<file path="src/rtl/one_to_six_dist_pkg.sv">
// Shared widths and channel state encoding for the one-to-six distributor.
package one_to_six_dist_pkg;

    localparam int DATA_W = 32;
    localparam int NUM_CH = 6;
    localparam int SEL_W  = 3;

    typedef enum logic {
        EMPTY = 1'b0,
        FULL  = 1'b1
    } ch_state_e;

endpackage

</file>
<file path="src/rtl/dist_slot.sv">
// One-entry holding register with valid flag; accepts a new word when empty
// or when the current word is drained in the same cycle.
module dist_slot
    import one_to_six_dist_pkg::*;
#(
    parameter int DATA_W = one_to_six_dist_pkg::DATA_W
) (
    input  logic              clk,
    input  logic              rst_n,
    input  logic              load,
    input  logic [DATA_W-1:0] in_data,
    input  logic              q_ready,
    output logic              ready,
    output logic              q_valid,
    output logic [DATA_W-1:0] q_data
);

    ch_state_e         state_q, state_d;
    logic [DATA_W-1:0] data_q, data_d;

    always_comb begin
        state_d = state_q;
        data_d  = data_q;
        if (load) begin
            state_d = FULL;
            data_d  = in_data;
        end else if (state_q == FULL && q_ready) begin
            // data is kept on drain; only the valid flag drops
            state_d = EMPTY;
        end
    end

    always_ff @(posedge clk) begin
        if (!rst_n) begin
            state_q <= EMPTY;
            data_q  <= '0;
        end else begin
            state_q <= state_d;
            data_q  <= data_d;
        end
    end

    assign ready   = (state_q == EMPTY) || q_ready;
    assign q_valid = (state_q == FULL);
    assign q_data  = data_q;

endmodule

</file>
<file path="src/rtl/one_to_six_dist.sv">
// Routes one input word per cycle to one of six holding registers by in_sel.
// Optional DIST_ERR_EN adds a sticky invalid-select flag and a drop counter.
module one_to_six_dist
    import one_to_six_dist_pkg::*;
#(
    parameter int DATA_W = one_to_six_dist_pkg::DATA_W,
    parameter int NUM_CH = one_to_six_dist_pkg::NUM_CH
) (
    input  logic              clk,
    input  logic              rst_n,
    input  logic [DATA_W-1:0] in_data,
    input  logic [SEL_W-1:0]  in_sel,
    input  logic              in_valid,
    output logic              in_ready,
    output logic [DATA_W-1:0] q1,
    output logic [DATA_W-1:0] q2,
    output logic [DATA_W-1:0] q3,
    output logic [DATA_W-1:0] q4,
    output logic [DATA_W-1:0] q5,
    output logic [DATA_W-1:0] q6,
    output logic [NUM_CH-1:0] q_valid,
    input  logic [NUM_CH-1:0] q_ready
`ifdef DIST_ERR_EN
    ,
    output logic              err,
    output logic [7:0]        drop_cnt
`endif
);

    logic [NUM_CH-1:0]        slot_ready;
    logic [NUM_CH-1:0]        slot_load;
    logic [DATA_W-1:0]        slot_data [NUM_CH];
    logic [2**SEL_W-1:0]      ready_ext;

    // unused select codes read as ready so invalid words are swallowed
    assign ready_ext = {{(2**SEL_W-NUM_CH){1'b1}}, slot_ready};
    assign in_ready  = ready_ext[in_sel];

    for (genvar k = 0; k < NUM_CH; k++) begin : g_slot
        assign slot_load[k] = in_valid && in_ready && (in_sel == SEL_W'(k));

        dist_slot #(
            .DATA_W (DATA_W)
        ) u_slot (
            .clk     (clk),
            .rst_n   (rst_n),
            .load    (slot_load[k]),
            .in_data (in_data),
            .q_ready (q_ready[k]),
            .ready   (slot_ready[k]),
            .q_valid (q_valid[k]),
            .q_data  (slot_data[k])
        );
    end

    assign q1 = slot_data[0];
    assign q2 = slot_data[1];
    assign q3 = slot_data[2];
    assign q4 = slot_data[3];
    assign q5 = slot_data[4];
    assign q6 = slot_data[5];

`ifdef DIST_ERR_EN
    logic       err_q;
    logic [7:0] drop_q;
    logic       drop_xfer;

    assign drop_xfer = in_valid && (in_sel >= SEL_W'(NUM_CH));

    always_ff @(posedge clk) begin
        if (!rst_n) begin
            err_q  <= 1'b0;
            drop_q <= '0;
        end else if (drop_xfer) begin
            err_q <= 1'b1;
            if (drop_q != '1) begin
                drop_q <= drop_q + 8'd1;
            end
        end
    end

    assign err      = err_q;
    assign drop_cnt = drop_q;
`endif

endmodule

</file>
<file path="config.mk">
export PLATFORM = sky130hd
export DESIGN_NAME = one_to_six_dist
export DESIGN_NICKNAME = d
export VERILOG_FILES = /design/src/rtl/one_to_six_dist_pkg.sv /design/src/rtl/dist_slot.sv /design/src/rtl/one_to_six_dist.sv
export SDC_FILE = /design/constraint.sdc
export NUM_CORES = 1
export LEC_CHECK = 0
export ABC_AREA = 1
export CORE_ASPECT_RATIO = 0.75
export CORE_UTILIZATION = 28
export CTS_BUF_LIST = sky130_fd_sc_hd__clkbuf_8
export DETAILED_ROUTE_END_ITERATION = 12
export PLACE_DENSITY = 0.59
export SLEW_MARGIN = 40
export SYNTH_ARGS = -nofsm -noshare
export SYNTH_HDL_FRONTEND = slang
export SYNTH_SLANG_ARGS = --single-unit
</file>
<file path="constraint.sdc">
create_clock -name clk -period 2.7 [get_ports clk]
set_clock_uncertainty 0.1 [all_clocks]
set_input_delay 0.54 -clock clk [delete_from_list [all_inputs] [get_ports clk]]
set_output_delay 0.54 -clock clk [all_outputs]
set_load 0.02 [all_outputs]
</file>
==> flow_summary_export.csv <==
group,metric,value,unit
timing,rsz0062_at_grt,"no",
run_status,status,"finished, final reports clean",
grt,grtUsageTotal,18.8,%
detailed_routing,first_pass_iters,6,
detailed_routing,wl,27400,um
timing,whs,0.369,ns
synthesis,synth-xor-area-share,0,%
detailed_routing,drc,0,
clock_tree,cts.sinks,198,
grt,grt_max_degree,69,
clock_tree,clock-root-buffer,"clkbuf_8",
worst_setup_path,crit_start,"in_sel[1]",
synthesis,synthesis.area,7990,um^2
floorplan,core,28100,um^2
synthesis,yosys.area_share.simple,28.7,%
min_path,hp-class,"reg -> reg",
worst_setup_path,path_max_fanout,5,
place,port_buffers,242,
clock_tree,cts_buffer_depth,2,
floorplan,die_h,148,um
synthesis,synthAdderAreaFrac,0,%
synthesis,synth_ff_type,"dfxtp_1",
synthesis,synth_compound_area_share,8.58,%
synthesis,yosysMostFrequentCell,"nand2_1",
synthesis,syn-num-nets,1175,
synthesis,synth_area_per_cell,7.07,um^2
timing,period_share,96.8,%
floorplan,placementRows,53,
detailed_routing,wl_per_cell,15.7,um
synthesis,synth_top_family_by_area,"simple AND/OR/NAND/NOR gates",
layout,drive_above_1_share,7.85,%
detailed_routing,vias,7678,
clock_tree,cts_made_buffers,17,
synthesis,yosys_warnings,0,
worst_setup_path,cp.arrival,1.97,ns
detailed_routing,avgViaCountPerCell,4.39,
min_path,hold_start,"g_slot[3].u_slot.q_data[31]",
timing,clock.fmax,382,MHz
detailed_routing,ant_nets,0,
synthesis,ys_seq_area_share,49.6,%
timing,max_slew_margin,50.4,%
clock_tree,cts_setup_buffers,0,
timing,period_minus_slack,2.61,ns
floorplan,die_w,197,um
grt,grt_pass1_vias,7124,
synthesis,synth_seq_cells,198,
clock_tree,clk_pin_slew,0.10,ns
clock_tree,cts-hold-fix-buffers,0,
layout,syn2layout_area_growth,41.3,%
synthesis,synth_top_cells_by_count,"nand2_1, dfxtp_1, inv_1",
worst_setup_path,path_class,"in -> out",
layout,fillers,2895,
power,power_leakage,4.42,nW
worst_setup_path,end_kind,"output pin",
synthesis,yosysTopAreaCell,"dfxtp_1",
grt,grt_pass1_wl,41700,um
synthesis,muxShareOfSynthArea,0,%
timing,setup_viol,0,
synthesis,synth_top_area_share,49.6,%
floorplan,ios,243,
worst_setup_path,regToRegStartpoint,"g_slot[2].u_slot.q_valid",
clock_tree,htree_num_levels,4,
timing,hold_viol_final,0,
floorplan,dieArea,29200,um^2
synthesis,synthDistinctLibCells,19,
power,peakVddDrop,0.296,mV
place,dp_hpwl,19000,um
layout,antenna_cells,0,
power,pwr_density_cell,497,nW/um^2
timing,slew_viol_final,0,
detailed_routing,drt_iter0_markers,449,
synthesis,synthArstFlopShare,0,%
layout,nets,1394,
synthesis,syn_inst,1131,
worst_setup_path,start_kind,"input pin",
place,dpl-instance-area,10900,um^2
grt,antenna_found_initial,0,
worst_setup_path,required,2.06,ns
run,drv_cap,0,
timing,tightest_slew,0.744,ns
synthesis,synth.area.top_cells,"dfxtp_1, nand2_1, a21oi_1, inv_1, nand4_1",
synthesis,synth_edf_count,0,
clock_tree,post_cts_resized,1,
clock_tree,cts_tree,"yes",
grt,grt_overflow,0,
clock_tree,clk_latency,0.48,ns
layout,final_area,11300,um^2
place,place_congestion,0.834,
floorplan,start_util,28.5,%
[routing by layer]
layer	up-vias	GRT usage, %	routed length [um]
met3	19	6.42	2290
met4	0	4.42	257
li1	3887	-	-
met5	-	0	0
met1	3538	24.3	12500
met2	234	30.1	12400
[worst max-delay path, cell delays in order]
cell and delay, ns:
clkdlybuf4s50_1 0.60, nor2_2 0.09, nand2_1 0.11, nand3_1 0.13, o21ai_4 0.15, dlygate4sd2_1 0.35
[kinds of logic (layout without fill, tap and decap cells)]
group,count (synthesis),in the layout
simple gates,542,542
buf+inv,256,488
flops,198,198
compound gates,135,135
[cells in the final DEF (no fill, tap or decap), drive strengths merged, types with 2 or more instances in the layout]
master	Yosys	routed
nand2	394	394
clkdlybuf4s50	0	238
dfxtp	198	198
inv	177	183
a21oi	130	130
nor2	74	74
nand4	68	68
buf	42	39
clkbuf	37	18
clkinv	0	6
nand3	4	4
o21a	4	4
clkinvlp	0	2
nor3	2	2
[area by class of cell]
class | count | area, um^2 | area share [%]
clock buffer | 18 | 248 | 2.19
multi-input combinational | 677 | 3000 | 26.6
inverter | 177 | 667 | 5.91
tap | 385 | 482 | 4.27
timing repair buffer | 279 | 2820 | 24.9
sequential | 198 | 3960 | 35.1
clock inverter | 14 | 114 | 1.01
[power by group]
group          internal (W)  switching, W  total, W  leakage [nW]
Combinational      0.000288      0.000444  0.000732          2.63
Sequential          0.00299     0.0000384   0.00303          1.60
Clock              0.000685       0.00117   0.00185         0.184
Total               0.00396       0.00165   0.00561          4.42
[path summary, 6_finish.rpt]
kind	slack, ns	depth (start not counted)	endpoint
setup / recovery	0.09	6	in_ready
hold reg to reg	0.37	2	g_slot[3].u_slot.q_data[31]
hold / removal	0.37	2	g_slot[3].u_slot.q_data[31]
setup reg to reg	0.59	11	g_slot[4].u_slot.q_data[7]
[registers in the layout, indices dropped and copies added (netlist names)]
signal                 cells
g_slot.u_slot.q_data     192
g_slot.u_slot.q_valid      6
[stage by stage]
step	setup TNS, ns	util [%]	cells	total power (W)	worst slack (ns)
CTS	0	40.2	1748	0.00571	0.0859
global route	0	40.3	1748	0.00588	0.00780
finish	0	40.3	1748	0.00561	0.0856
floorplan	0	-	1131	0.00346	0.673
detailed placement	-10.25	39.0	1716	0.00383	-0.198
global placement	-4.41	39.0	1716	0.00383	-0.108
Note: power is estimated with default switching activity, not from simulation.
